`src/rtl/axi_burst_writer.sv`:
```
// AXI4 INCR-burst write master fed by an AXI-Stream; splits on MAX_BURST_LEN and 4 KB pages.
// Optional bresp error flag enabled by defining AXI_BURST_WRITER_BRESP_CHECK_EN.
module axi_burst_writer #(
  parameter int DATA_WIDTH    = 32,
  parameter int ADDR_WIDTH    = 16,
  parameter int STRB_WIDTH    = DATA_WIDTH / 8,
  parameter int ID_WIDTH      = 8,
  parameter int AWID_VALUE    = 0,
  parameter int MAX_BURST_LEN = 16,
  parameter int LEN_WIDTH     = 16
) (
  input  logic                  clk,
  input  logic                  rst,
  input  logic [ADDR_WIDTH-1:0] cmd_addr,
  input  logic [LEN_WIDTH-1:0]  cmd_len,
  input  logic                  cmd_valid,
  output logic                  cmd_ready,
  output logic                  busy,
  output logic                  done,
  input  logic [DATA_WIDTH-1:0] s_axis_tdata,
  input  logic                  s_axis_tvalid,
  output logic                  s_axis_tready,
  output logic [ID_WIDTH-1:0]   m_axi_awid,
  output logic [ADDR_WIDTH-1:0] m_axi_awaddr,
  output logic [7:0]            m_axi_awlen,
  output logic [2:0]            m_axi_awsize,
  output logic [1:0]            m_axi_awburst,
  output logic                  m_axi_awlock,
  output logic [3:0]            m_axi_awcache,
  output logic [2:0]            m_axi_awprot,
  output logic                  m_axi_awvalid,
  input  logic                  m_axi_awready,
  output logic [DATA_WIDTH-1:0] m_axi_wdata,
  output logic [STRB_WIDTH-1:0] m_axi_wstrb,
  output logic                  m_axi_wlast,
  output logic                  m_axi_wvalid,
  input  logic                  m_axi_wready,
  input  logic [ID_WIDTH-1:0]   m_axi_bid,
  input  logic [1:0]            m_axi_bresp,
  input  logic                  m_axi_bvalid,
  output logic                  m_axi_bready,
  output logic                  err
);

  localparam int SIZE = $clog2(STRB_WIDTH);

  typedef enum logic [1:0] {S_IDLE, S_ADDR, S_DATA, S_RESP} state_t;

  state_t                r_state, w_next;
  logic [ADDR_WIDTH-1:0] r_addr, w_addr_nxt;
  logic [LEN_WIDTH-1:0]  r_rem, w_rem_nxt;
  logic [8:0]            r_cnt, w_cnt_nxt;
  logic [8:0]            r_beats, w_beats_nxt;
  logic                  r_awvalid, r_bready, r_done, w_done_nxt;
  logic                  w_err_clr, w_err_set;
  logic [8:0]            w_burst;
  logic                  w_in_data, w_xfer, w_last;
  logic                  w_unused;

  // Beats in the next burst: limited by words left, MAX_BURST_LEN and room to the 4 KB page end.
  function automatic logic [8:0] burst_beats(input logic [11:0] off,
                                             input logic [LEN_WIDTH-1:0] rem);
    logic [12:0] room;
    logic [12:0] cap;
    room = (13'd4096 - {1'b0, off}) >> SIZE;
    cap  = (room < 13'(MAX_BURST_LEN)) ? room : 13'(MAX_BURST_LEN);
    if (32'(rem) < 32'(cap)) return 9'(rem);
    return 9'(cap);
  endfunction

  assign w_burst   = burst_beats(r_addr[11:0], r_rem);
  assign w_in_data = (r_state == S_DATA);
  assign w_last    = (r_cnt == 9'd1);
  assign w_xfer    = w_in_data && s_axis_tvalid && m_axi_wready;
  assign w_unused  = ^{m_axi_bid, m_axi_bresp};

  always_comb begin
    w_next      = r_state;
    w_addr_nxt  = r_addr;
    w_rem_nxt   = r_rem;
    w_cnt_nxt   = r_cnt;
    w_beats_nxt = r_beats;
    w_done_nxt  = 1'b0;
    w_err_clr   = 1'b0;
    w_err_set   = 1'b0;
    case (r_state)
      S_IDLE: begin
        if (cmd_valid) begin
          w_err_clr = 1'b1;
          if (cmd_len == '0) begin
            w_done_nxt = 1'b1;
          end else begin
            w_addr_nxt = cmd_addr & ~ADDR_WIDTH'(STRB_WIDTH - 1);
            w_rem_nxt  = cmd_len;
            w_next     = S_ADDR;
          end
        end
      end
      S_ADDR: begin
        if (r_awvalid && m_axi_awready) begin
          w_cnt_nxt   = w_burst;
          w_beats_nxt = w_burst;
          w_next      = S_DATA;
        end
      end
      S_DATA: begin
        if (w_xfer) begin
          w_cnt_nxt = r_cnt - 9'd1;
          if (r_rem != '0) w_rem_nxt = r_rem - LEN_WIDTH'(1);
          if (w_last) begin
            w_addr_nxt = r_addr + (ADDR_WIDTH'(r_beats) << SIZE);
            w_next     = S_RESP;
          end
        end
      end
      S_RESP: begin
        if (m_axi_bvalid && r_bready) begin
          w_err_set = (m_axi_bresp != 2'b00);
          if (r_rem != '0) begin
            w_next = S_ADDR;
          end else begin
            w_next     = S_IDLE;
            w_done_nxt = 1'b1;
          end
        end
      end
      default: w_next = S_IDLE;
    endcase
  end

  // awvalid/bready are registered from the next state so they rise on state entry.
  always_ff @(posedge clk) begin
    if (rst) begin
      r_state   <= S_IDLE;
      r_addr    <= '0;
      r_rem     <= '0;
      r_cnt     <= '0;
      r_beats   <= '0;
      r_awvalid <= 1'b0;
      r_bready  <= 1'b0;
      r_done    <= 1'b0;
    end else begin
      r_state   <= w_next;
      r_addr    <= w_addr_nxt;
      r_rem     <= w_rem_nxt;
      r_cnt     <= w_cnt_nxt;
      r_beats   <= w_beats_nxt;
      r_awvalid <= (w_next == S_ADDR);
      r_bready  <= (w_next == S_RESP);
      r_done    <= w_done_nxt;
    end
  end

`ifdef AXI_BURST_WRITER_BRESP_CHECK_EN
  logic r_err;
  always_ff @(posedge clk) begin
    if (rst || w_err_clr) r_err <= 1'b0;
    else if (w_err_set)   r_err <= 1'b1;
  end
  assign err = r_err;
`else
  logic w_err_unused;
  assign w_err_unused = w_err_clr ^ w_err_set;
  assign err = 1'b0;
`endif

  assign cmd_ready     = (r_state == S_IDLE);
  assign busy          = (r_state != S_IDLE);
  assign done          = r_done;
  assign s_axis_tready = w_in_data && m_axi_wready;
  assign m_axi_awid    = ID_WIDTH'(AWID_VALUE);
  assign m_axi_awaddr  = r_addr;
  assign m_axi_awlen   = 8'(w_burst - 9'd1);
  assign m_axi_awsize  = 3'(SIZE);
  assign m_axi_awburst = 2'b01;
  assign m_axi_awlock  = 1'b0;
  assign m_axi_awcache = 4'b0011;
  assign m_axi_awprot  = 3'b000;
  assign m_axi_awvalid = r_awvalid;
  assign m_axi_wdata   = s_axis_tdata;
  assign m_axi_wstrb   = '1;
  assign m_axi_wlast   = w_in_data && w_last;
  assign m_axi_wvalid  = w_in_data && s_axis_tvalid;
  assign m_axi_bready  = r_bready;

endmodule

```
`config.mk`:
```
export PLATFORM = sky130hd
export DESIGN_NAME = axi_burst_writer
export DESIGN_NICKNAME = d
export VERILOG_FILES = /design/src/rtl/axi_burst_writer.sv
export SDC_FILE = /design/constraint.sdc
export NUM_CORES = 1
export LEC_CHECK = 0
export CAP_MARGIN = 15
export CORE_MARGIN = 8
export CORE_UTILIZATION = 30
export DETAILED_ROUTE_END_ITERATION = 8
export SKIP_CTS_REPAIR_TIMING = 1
export SLEW_MARGIN = 15
export SYNTH_ARGS = -nofsm -noshare
export SYNTH_HDL_FRONTEND = slang
export SYNTH_SLANG_ARGS = --single-unit
```
`constraint.sdc`:
```
create_clock -name clk -period 7.4 [get_ports clk]
set_input_delay 1.85 -clock clk [delete_from_list [all_inputs] [get_ports clk]]
set_output_delay 1.85 -clock clk [all_outputs]
set_load 0.02 [all_outputs]
```
## Word level (Yosys, flattened, before mapping)

Cells that the tools add are included.

| storage, ports and cells | value |
|---|---|
| bits in registers | 55 |
| input bits | 81 |
| output and inout port bits | 90 |
| logic and storage cells | 73 |

| operators by class | value |
|---|---|
| reduce and logical (&&, ||, !) cells | 16 |
| equality and inequality tests | 12 |
| add/sub/neg operators | 5 |
| order comparisons | 2 |
| mux-type cells | 30 |

Operator list:

| operator | count |
|---|---|
| $mux 16 | 8 |
| $pmux 16 s2 | 2 |
| $mux 9 | 4 |
| $pmux 9 s2 | 1 |
| $add 16x11->16 | 1 |
| $logic_not 16->1 | 1 |
| $lt 16x11->1 | 1 |
| $reduce_bool 16->1 | 1 |
| $sub 16x1->16 const B | 1 |
| $sub 13x12->13 const A | 1 |
| $mux 2 | 6 |
| $lt 11x5->1 const B | 1 |
| $mux 11 | 1 |
| $reduce_and 5->1 | 2 |
| $eq 9x1->1 const B | 1 |
| $sub 9x1->9 const B | 1 |
| $pmux 2 s4 | 1 |
| $sub 8x1->8 const B | 1 |
| $eq 2x2->1 const B | 3 |
| $logic_and 1x1->1 | 6 |
| $mux 1 | 6 |
| $ne 2x1->1 const B | 3 |
| $ne 2x2->1 const B | 3 |
| $reduce_bool 2->1 | 3 |
| other kinds (5) | 6 |

## Logic depth before layout (Yosys ltp)

| logic depth | value |
|---|---|
| depth in word-level cells | 8 |
| depth in mapped cells | 21 |
| gate-level depth less buffers | 19 |

## Least setup slack after synthesis

No wires, ideal clock.

| timing | value |
|---|---|
| path kind | flip-flop to output port |
| start | register r_addr[2], in the netlist m_axi_awaddr[2] |
| end | output m_axi_awlen[6] |
| data arrival time | 4.523 ns |
| cell stages (with the launch flop) | 18 |
| setup slack | 1.027 ns |
| buffers on the path | 2 |
| cells stage by stage | dfxtp_1 > buf_4 > or4_1 > or3_1 > o31ai_1 > o31ai_1 > inv_2 > nand2_1 > ha_1 > a21oi_1 > a211o_1 > o211ai_1 > and3_1 > buf_4 > a21oi_1 > ha_1 > nand3_1 > o21ai_0 |

| between the ends | value |
|---|---|
| longest elaborated chain between the ends | 7 |

RTL lines:

| item | line | text |
|---|---|---|
| start: declaration | 50 | `logic [ADDR_WIDTH-1:0] r_addr, w_addr_nxt;` |
| start signal: assignment | 144 | `r_addr <= w_addr_nxt;` |
| $sub 13x12->13 (*) | 65 | `room = (13'd4096 - {1'b0, off}) >> SIZE;` |
| $lt 11x5->1 | 66 | `cap = (room < 13'(MAX_BURST_LEN)) ? room : 13'(MAX_BURST_LEN);` |
| $mux 11 (*) | 66 |  |
| $lt 16x11->1 | 67 | `if (32'(rem) < 32'(cap)) return 9'(rem);` |
| $mux 1 | 67 |  |
| $mux 9 (*) | 68 | `return 9'(cap);` |
| $sub 8x1->8 (*) | 173 | `assign m_axi_awlen = 8'(w_burst - 9'd1);` |
| end: declaration | 25 | `output logic [7:0] m_axi_awlen,` |

Every way passes the cells marked *; elsewhere a longest branch is shown, timed or not.

## Worst setup path after layout

| timing | value |
|---|---|
| start | register r_addr[2], in the netlist m_axi_awaddr[2] |
| end | output m_axi_awlen[4] |

The elaborated chain is that of the path after synthesis.

==> qor.txt <==
final-layout fill cell count -> 1587
post-synthesis share of cell area spent on xor and xnor gates -> 2.76%
number of I/O pins -> 171
required time worst endpoint -> 5.55 ns
Inserted Clock Buffers -> 5
Worst-path clk slew -> 0.08 ns
ratio of total power to cell area -> 477 nW/um^2
Worst Setup Start Kind -> flop
RSZ-0062 raised after global routing -> false
Simple-Gate Fraction of Synth Area -> 21.6%
Initial DRT Pass Iterations -> 5
fraction of the cycle the final worst path needs -> 95.4%
share of post-route cells with drive strength above 1 -> 4.35%
pin count of the biggest net entering global routing -> 58
number of sinks handled by clock tree synthesis -> 53
mux cell area share after synthesis -> 1.38%
Syn Std Cell Area -> 4450 sq um
pre-CTS setup slack -> 0.621 ns
hold path cells -> 2
post-detailed-route DRC marker count -> 0
weighted congestion reported at the end of routability-driven placement -> 0.832
CP Capture Type -> output port
CTS tree -> done
Placement Rows -> 44
post-synthesis async set-or-reset flop share -> 0%
number of different library cells in the post-synthesis netlist -> 64
synthesized-area fraction occupied by adder cells -> 8.61%
end of the worst hold path -> r_rem[14]
library cell with the highest instance count after synthesis -> buf_4
maximum clock path buffer count -> 2
wirelength, routed -> 12.9 mm
compound-cell area share of the yosys netlist -> 26.5%
number of storage elements in the synthesis netlist -> 53
maximum clock frequency -> 142 MHz
Via Count -> 4327
peak ir drop on the vdd network -> 0.191 mV
total leakage power -> 1.98 nW
number of pins exceeding their max-slew limit in the final report -> 0
sequential cell area fraction in the yosys report -> 23.8%
maximum fanout along the worst path -> 11
post-detailed-route via-to-cell ratio -> 5.38
cells on worst reg2reg path -> 15
number of synthesized flops with an enable pin -> 0
Max stage delay cell, worst path -> or4_1
reg2reg setup slack -> 3.38 ns
number of levels in the clock H-tree -> 2
area added between synthesis and finish -> 14.6%
share of the core filled with cells -> 35.1%
most used standard cells in the synthesized netlist -> 62 x buf_4, 56 x nand2_1, 55 x a21oi_1, 53 x dfxtp_1, 50 x nor2_1
Synth Instances -> 603
Final Hold Slack -> 0.463 ns
arrival time worst endpoint -> 5.21 ns
post-route setup slack -> 0.344 ns
number of global-route vias before repair -> 4197
Least-Margin Pin Slew -> 1.14 ns
clock latency at the later pin of the worst-skew pair -> 0.30 ns
delay of the slowest cell on the worst path -> 0.59 ns
count of antenna diodes in the layout -> 0
number of buffers added on ports -> 66
Max Clock Skew -> 0.0109 ns
count of final setup violators -> 0
mean area per synthesized cell -> 7.38 sq um
Routed WL per cell -> 16.1 um
clock root cell -> clkbuf_16
cell-by-cell listing of the critical path -> or4_1 > or3_1 > o31ai_1 > o31ai_1 > buf_4 > inv_2 > nand2_1 > ha_1 > a21oi_1 > a211o_1 > o211ai_1 > and3_4 > a22oi_1 > ha_2 > nand2_1 > xnor2_1 > mux2_2 > clkdlybuf4s50_1
Main synth FF type -> dfxtp_1
type of the tightest min-delay check -> flop to flop
y dimension of the die -> 138 um
antenna violation net count after detailed routing -> 0
status -> finished clean
critical path class -> flop to output port
max-cap violations -> 0
Die Wd -> 138 um
Initial DRC Count -> 259
area of the die -> 19000 sq um
largest family of logic cells by synthesized area -> compound AO/OA/AOI/OAI gates
first-pass GRT wire length -> 20.7 mm
final number of hold-violating endpoints -> 0
# nets final -> 730
initial core utilization -> 30.6%
cell taking the most area after synthesis -> dfxtp_1
minimum clock period -> 7.06 ns
Yosys top cell area share -> 23.8%
HPWL after DPL -> 9.67 mm
top post-synthesis cells by area -> dfxtp_1 24%, buf_4 10%, ha_1 8.2%
r2r startpoint -> m_axi_awaddr[2]
number of antenna violations at the first check in global routing -> 0
Yosys warning count -> 0
Slew Limit Headroom -> 23.6%
total routing usage reported by global routing -> 13.4%
overflow left after global routing -> 0
worst flop-to-flop path endpoint -> r_cnt[4]
startpoint of the tightest hold check path -> r_rem[14]
placeable core region -> 14500 sq um
sum of negative setup slack -> 0 ns
-- worst max-delay path: cells and delay by family, from the launching register on --
| family | cells | cell delay [ns] |
|---|---|---|
| xor gates and xnor gates | 1 | 0.13 |
| AOI/OAI and AO/OA | 6 | 1.21 |
| muxes | 1 | 0.28 |
| buffers and inverters | 3 | 0.84 |
| and+or+nand+nor | 5 | 1.41 |
| DFF | 1 | 0.42 |
| adders and majority gates | 2 | 0.61 |
-- layout by cell type (no fill, tap or decap), types with 4 or more instances in the layout --
cell and instances:
ha_1 27, nand2_1 56, buf_4 7, o21ai_0 39, dfxtp_1 53, or3_1 6, and3_1 7, xnor2_1 7
o22ai_1 4, clkdlybuf4s50_1 65, nor2_1 50, conb_1 34, clkbuf_16 5, a211o_1 4, nor4_1 10, nor2b_1 4
inv_1 16, a21oi_1 55, nand3_1 17, o21a_1 4, a31oi_1 9, a211oi_1 17, mux2i_1 5, o32ai_1 7
nand4_1 8, a21o_1 8, xor2_1 7, nor3_1 17, and2_1 6, a22oi_1 5, o31ai_1 6
-- cells by family (layout without fill, tap and decap cells) --
| kind of cell | after synthesis | after routing |
|---|---|---|
| AO/OA/AOI/OAI | 184 | 184 |
| XOR/XNOR | 14 | 14 |
| adder cells (fa/ha/maj) | 30 | 30 |
| buffers and inverters | 115 | 100 |
| flip-flops | 53 | 53 |
| multiplexers | 6 | 6 |
| other | 2 | 34 |
| AND/OR/NAND/NOR | 199 | 199 |
-- per-stage QoR --
stage	total power [mW]	area, sq um	cells
finish	2.43	5100	804
floorplan	1.68	4570	635
detailed placement	2.15	4910	796
global placement	2.11	4910	796
global route	2.65	5100	804
CTS	2.44	5090	804
-- per-layer routing --
| metal | vias to the layer above | track usage, % | share of wire (%) |
|---|---|---|---|
| met5 | - | 0 | 0 |
| met4 | 0 | 4.60 | 1.6 |
| met3 | 20 | 3.10 | 6.2 |
| met2 | 120 | 22.7 | 48 |
| met1 | 2066 | 16.3 | 44 |
| li1 | 2121 | - | - |
-- worst max-delay path by stage --
stage | start | endpoint | slack, ns | cells past startpoint
5_1_grt | m_axi_awaddr[2] | m_axi_awlen[4] | 0.02 | 18
2_1_floorplan | m_axi_awaddr[2] | m_axi_awlen[6] | 1.03 | 17
6_report | m_axi_awaddr[2] | m_axi_awlen[4] | 0.34 | 18
3_3_place_gp | m_axi_awaddr[2] | m_axi_awlen[6] | 0.70 | 19
3_5_place_dp | m_axi_awaddr[2] | m_axi_awlen[6] | 0.62 | 19
4_1_cts | m_axi_awaddr[2] | m_axi_awlen[6] | 0.28 | 19
-- sequential cells by signal, summed over array words and instances, names as in the netlist --
signal,count
m_axi_bready,1
r_beats,9
r_state,2
done,1
r_cnt,9
m_axi_awaddr,14
m_axi_awvalid,1
r_rem,16
-- power breakdown --
part	internal, mW	switching [mW]
clock network	0.169	0.115
registers	0.384	0.160
logic	0.644	0.960
total	1.20	1.24
-- layout make-up --
cell class | count | area, sq um | area share, %
Multi-Input combinational cell | 467 | 2850 | 55.8
Sequential cell | 53 | 1060 | 20.8
Timing Repair Buffer | 73 | 716 | 14.0
Tap cell | 184 | 230 | 4.51
Clock buffer | 6 | 139 | 2.72
Inverter | 19 | 71.3 | 1.40
Clock inverter | 2 | 37.5 | 0.736
No activity file was read; power rests on OpenSTA's default activity.
==> variant 1, RTL diff (same settings) <==
Set the parameter `DATA_WIDTH` to 64 (it was 32).
--- a/src/rtl/axi_burst_writer.sv
+++ b/src/rtl/axi_burst_writer.sv
@@ -1,7 +1,7 @@
 // AXI4 INCR-burst write master fed by an AXI-Stream; splits on MAX_BURST_LEN and 4 KB pages.
 // Optional bresp error flag enabled by defining AXI_BURST_WRITER_BRESP_CHECK_EN.
 module axi_burst_writer #(
-  parameter int DATA_WIDTH    = 32,
+  parameter int DATA_WIDTH    = 64,
   parameter int ADDR_WIDTH    = 16,
   parameter int STRB_WIDTH    = DATA_WIDTH / 8,
   parameter int ID_WIDTH      = 8,
Ports: changed (resized m_axi_wdata, m_axi_wstrb and s_axis_tdata); port bits go from 171 to 239. No check against the original RTL was run, so the function may have changed too.
==> variant 1 against the original RTL <==
  * Final cell count is 1.9% lower
  * Sequential cell count fell by 1
  * Core utilization decreased by 2.0 points
  * Critical path type unchanged
  * Global-route usage is 1.1 points lower
  * Synthesized area grew 4.8%
  * Final area down 1.3%
  * Worst setup slack gained 270 ps
  * Wire length fell by 5.2%
Power is not compared: it rests on default switching activity, and its combinational part moved more than twofold at a synthesized area within 25%.
==> variant 1: results (changes against the original RTL) <==
| Metric | Value |
|---|---|
| Final weighted congestion in routability-driven placement | 0.8479 (+1.9%) |
| Library cells used by synthesis | 67 (+4.7%) |
| Layout cells sized above 1 | 0.05990 (+0.01635) |
| Clock-pin slew of the registers on the worst-case setup and hold paths | 80 ps (about the same) |
| Maximum fanout along the worst path | 6 (-5) |
| Critical path data arrival time | 4940 ps (-270 ps) |
| Synth async-reset ratio | 0 (unchanged) |
| I/O Buffers | 64 (-3.0%) |
| Clock tree buffer depth | 2 (unchanged) |
| Switching Share | 0.3728 |
| Cell types with the largest area share after synthesis | dfxtp_1 (22%), buf_4 (16%), ha_1 (7.5%) |
| Wire length of the first global-routing pass | 19.97 mm (-3.8%) |
| Hold Crit Class | flip-flop to flip-flop |
| Cells on Worst Hold Path | 2 (unchanged) |
| Leakage power | 1.988 nW |
| Top flip-flop cell by instance count after synthesis | dfxtp_1 |
| Insertion delay of the later-clocked pin in the worst-skew pair | 300 ps (about the same) |
| Filler cell count | 1649 (+3.9%) |
| Number of antenna violations at the first check in global routing | 0 (unchanged) |
| Via count of the first global-routing pass | 3878 (-7.6%) |
| Cell chosen for the clock root | clkbuf_16 |
| Total clock buffers created by CTS | 5 (unchanged) |
| Worst voltage drop across the vdd grid | 0.08149 mV |
| CTS H-tree lvls | 2 (unchanged) |
| Fin Clk Skew | 8.983 ps (-1.867 ps) |
| Outcome | completed |
| Worst setup slack after placement | 333.6 ps (-287.2 ps) |
| Post-synthesis sequential area ratio | 0.2234 (-0.01511) |
| Number of detailed-routing iterations run before antenna repair | 5 (unchanged) |
| Total wirelength of the detailed-routed design | 12.24 mm (-5.2%) |
| Transition time at the pin with the least slew margin | 857.7 ps (-284.3 ps) |
| Most instantiated cells after synthesis | buf_4 (99), dfxtp_1 (52), nand2_1 (52) |
| Final total negative setup slack | 0 ps (unchanged) |
| Placed wire-length estimate after detailed placement | 9.222 mm (-4.7%) |
| Via density per instance | 5.098 (-5.3%) |
| Largest register FFs | 16 (unchanged) |
| Number of DRC violations after detailed-routing iteration 0 | 262 (+1.2%) |
| Largest net degree at the start of global routing | 55 (-5.2%) |
| Synthesis warning total | 0 (unchanged) |
| GRT Overall Usage | 0.1226 (-0.01126) |
| Number of cells on the worst reg-to-reg path | 14 (-1) |
| Antenna fix cells | 0 (unchanged) |
| Register containing the most flip-flops in the final layout | r_rem |
| Final Net Count | 742 (+1.6%) |
variant 1: cell types whose count changed in the layout (fill, tap and decap cells not counted), moves of 4 or more:
cell             delta
o31a_1              +6
conb_1              +4
nand2_1             -4
o32ai_1             +4
inv_1               +9
nor3_1              -4
o21ai_0             -8
a211oi_1            -7
nor2_1              -8
a21oi_1             -5
clkdlybuf4s50_1     -4
o211ai_1            +4
variant 1: power groups by stage:
stage / Clock (mW) / Combinational [mW] / Sequential (mW)
2_1_floorplan: 0 / 0.288 / 0.332
5_1_grt: 0.259 / 0.375 / 0.331
6_report: 0.238 / 0.337 / 0.327
3_5_place_dp: 0 / 0.337 / 0.333
3_3_place_gp: 0 / 0.336 / 0.333
4_1_cts: 0.247 / 0.339 / 0.326
variant 1: cells by family after synthesis:
kind of cell	count (synthesis)	share of synthesized area
simple gates	176	0.1885
fa+ha+maj	29	0.07946
xor+xnor	13	0.02443
buf+inv	153	0.2056
flops	52	0.2234
compound gates	176	0.2524
other cells	2	0.001611
mux	10	0.02470
variant 1: worst max-delay path, stage by stage, from the launching register on:
cell            delay (ps)
dfxtp_1                310
inv_1                  170
ha_1                   170
nor3b_2                220
nor3b_2                200
o21bai_1                90
inv_1                  180
nand2_1                150
ha_1                   340
a2111o_1               370
a211oi_1               310
nor4b_4                400
o21ai_4                110
mux2_4                 240
ha_1                   260
inv_1                   50
or4_1                  530
o211ai_1               100
a21boi_0               170
dlymetal6s2s_1         250
variant 1: path summary, 6_finish.rpt:
check	startpoint	end	slack (ps)
hold / removal	r_beats[7]	r_beats[7]	460
hold reg to reg	r_beats[7]	r_beats[7]	460
setup / recovery	m_axi_awaddr[3]	m_axi_awlen[4]	610
setup reg to reg	m_axi_awaddr[3]	r_cnt[3]	3440
variant 1: metal layers:
| metal | GRT usage | wire length, um |
|---|---|---|
| met1 | 0.1566 | 5707 |
| met3 | 0.03106 | 754 |
| met5 | 0 | 0 |
| met4 | 0.04412 | 213 |
| met2 | 0.1960 | 5566 |
variant 1: layout make-up:
type | instances | share of cell area
timing repair buffer | 72 | 0.1392
clock buffer | 5 | 0.02485
sequential | 52 | 0.2068
tap | 188 | 0.04672
clock inverter | 3 | 0.004473
multi-input combinational | 442 | 0.5579
inverter | 27 | 0.02013
variant 1: stage by stage:
step	total power, mW	util	instances	area, um2
2_1_floorplan	0.6191	-	647	4796
4_1_cts	0.9121	0.3297	788	5012
3_3_place_gp	0.6688	0.3200	780	4865
5_1_grt	0.9639	0.3312	789	5035
6_report	0.9025	0.3312	789	5035
3_5_place_dp	0.6696	0.3200	780	4865
==> variant 2, RTL diff (same flow settings) <==
Made on the original files. Take the reset off `r_addr` and load it in a clocked block of its own.
--- a/src/rtl/axi_burst_writer.sv
+++ b/src/rtl/axi_burst_writer.sv
@@ -132,7 +132,6 @@
   always_ff @(posedge clk) begin
     if (rst) begin
       r_state   <= S_IDLE;
-      r_addr    <= '0;
       r_rem     <= '0;
       r_cnt     <= '0;
       r_beats   <= '0;
@@ -141,7 +140,6 @@
       r_done    <= 1'b0;
     end else begin
       r_state   <= w_next;
-      r_addr    <= w_addr_nxt;
       r_rem     <= w_rem_nxt;
       r_cnt     <= w_cnt_nxt;
       r_beats   <= w_beats_nxt;
@@ -149,6 +147,10 @@
       r_bready  <= (w_next == S_RESP);
       r_done    <= w_done_nxt;
     end
+  end
+
+  always_ff @(posedge clk) begin
+    r_addr <= w_addr_nxt;
   end
 
 `ifdef AXI_BURST_WRITER_BRESP_CHECK_EN
Behaviour: not the same (Yosys sat finds a counterexample within 4 cycles, from zero or initial values and one cycle with rst high).
==> variant 2 against the original RTL <==
  * Die area increased by 1.0%
  * Sequential cell count unchanged
  * Worst setup slack better by 53 ps
  * Final area up 1.3%
  * Wire length fell by 2.7%
  * First-iteration DRC count decreased by 14%
  * Count of clock-buffer cells in the layout fell by 1
  * Highest routed layer unchanged
  * Synthesized area rose by 1.2%
  * Register-to-register slack is essentially flat
  * Non-clock buffer count down 3
Power is not compared: it rests on default switching activity, and its combinational part moved more than twofold at a synthesized area within 25%.
==> variant 2: results (changes against the original RTL) <==
| Metric | Value |
|---|---|
| Outcome | completed |
| Largest stage delay, worst path | 540 ps (-50 ps) |
| Vias post-DR | 4079 (-5.7%) |
| Placed wire-length estimate after detailed placement | 9.394 mm (-2.9%) |
| Final weighted congestion in routability-driven placement | 0.8505 (+2.2%) |
| Mux cell area share after synthesis | 0.03392 (+0.02014) |
| Post-Synth XOR/XNOR Area | 0.02724 (-0.0003141) |
| Wire length per cell | 16.22 um (+0.96%) |
| Worst hold path endpoint | r_beats[6] |
| Largest net degree at the start of global routing | 60 (+3.4%) |
| Via count of the first global-routing pass | 3959 (-5.7%) |
| Top delay family on crit path | compound AO/OA/AOI/OAI gates |
| FF-to-FF Start | m_axi_awaddr[2] |
| Library cells used by synthesis | 71 (+11%) |
| Post-synthesis sequential area ratio | 0.2669 (+0.02842) |
| Number of synthesized flops with an enable pin | 14 (+14) |
| Layout cells sized above 1 | 0.06937 (+0.02583) |
| Crit path capture | m_axi_awlen[6] |
| Fin Clk Skew | 3.903 ps (-6.948 ps) |
| Cell types with the largest area share after synthesis | dfxtp_1 (17%), buf_4 (10%), edfxtp_1 (9.3%) |
| Relative slew slack | 0.3770 (+0.1412) |
| Post-place instance area | 0.004962 mm2 (+0.99%) |
| Critical path data arrival time | 5150 ps (-60 ps) |
| Worst min-delay path startpoint | r_beats[6] |
| Detailed-routing wirelength on met1 | 5.710 mm (-0.30%) |
| Wire length of the first global-routing pass | 20.10 mm (-3.1%) |
| GRT Overall Usage | 0.1250 (-0.008921) |
| Setup slack, reg-to-reg | 3390 ps (about the same) |
| Number of DRC violations after detailed-routing iteration 0 | 222 (-14%) |
## variant 2: stage by stage
stage	std cells	total power [mW]	setup WS (ps)	hold WS (ps)
2_1_floorplan	601	0.6213	1234	435.6
3_3_place_gp	767	0.6936	674.1	452.2
3_5_place_dp	767	0.7009	557.1	456.8
4_1_cts	775	1.014	204.7	465.8
5_1_grt	775	1.062	29.06	480.8
6_report	775	1.006	396.4	463.7
## variant 2: area by class of cell
| cell class | instances | area [um2] | share of cell area |
|---|---|---|---|
| Inverter | 25 | 93.84 | 0.01817 |
| Clock inverter | 3 | 65.06 | 0.01260 |
| Clock buffer | 5 | 125.1 | 0.02423 |
| Tap cell | 184 | 230.2 | 0.04458 |
| Timing Repair Buffer | 70 | 690.7 | 0.1338 |
| Sequential cell | 53 | 1201 | 0.2326 |
| Multi-Input combinational cell | 435 | 2758 | 0.5340 |
## variant 2: per-layer routing
metal  vias up  global-route usage
met2       119              0.2069
met5         -                   0
met3        15             0.03459
li1       1995                   -
met4         0             0.04119
met1      1950              0.1527
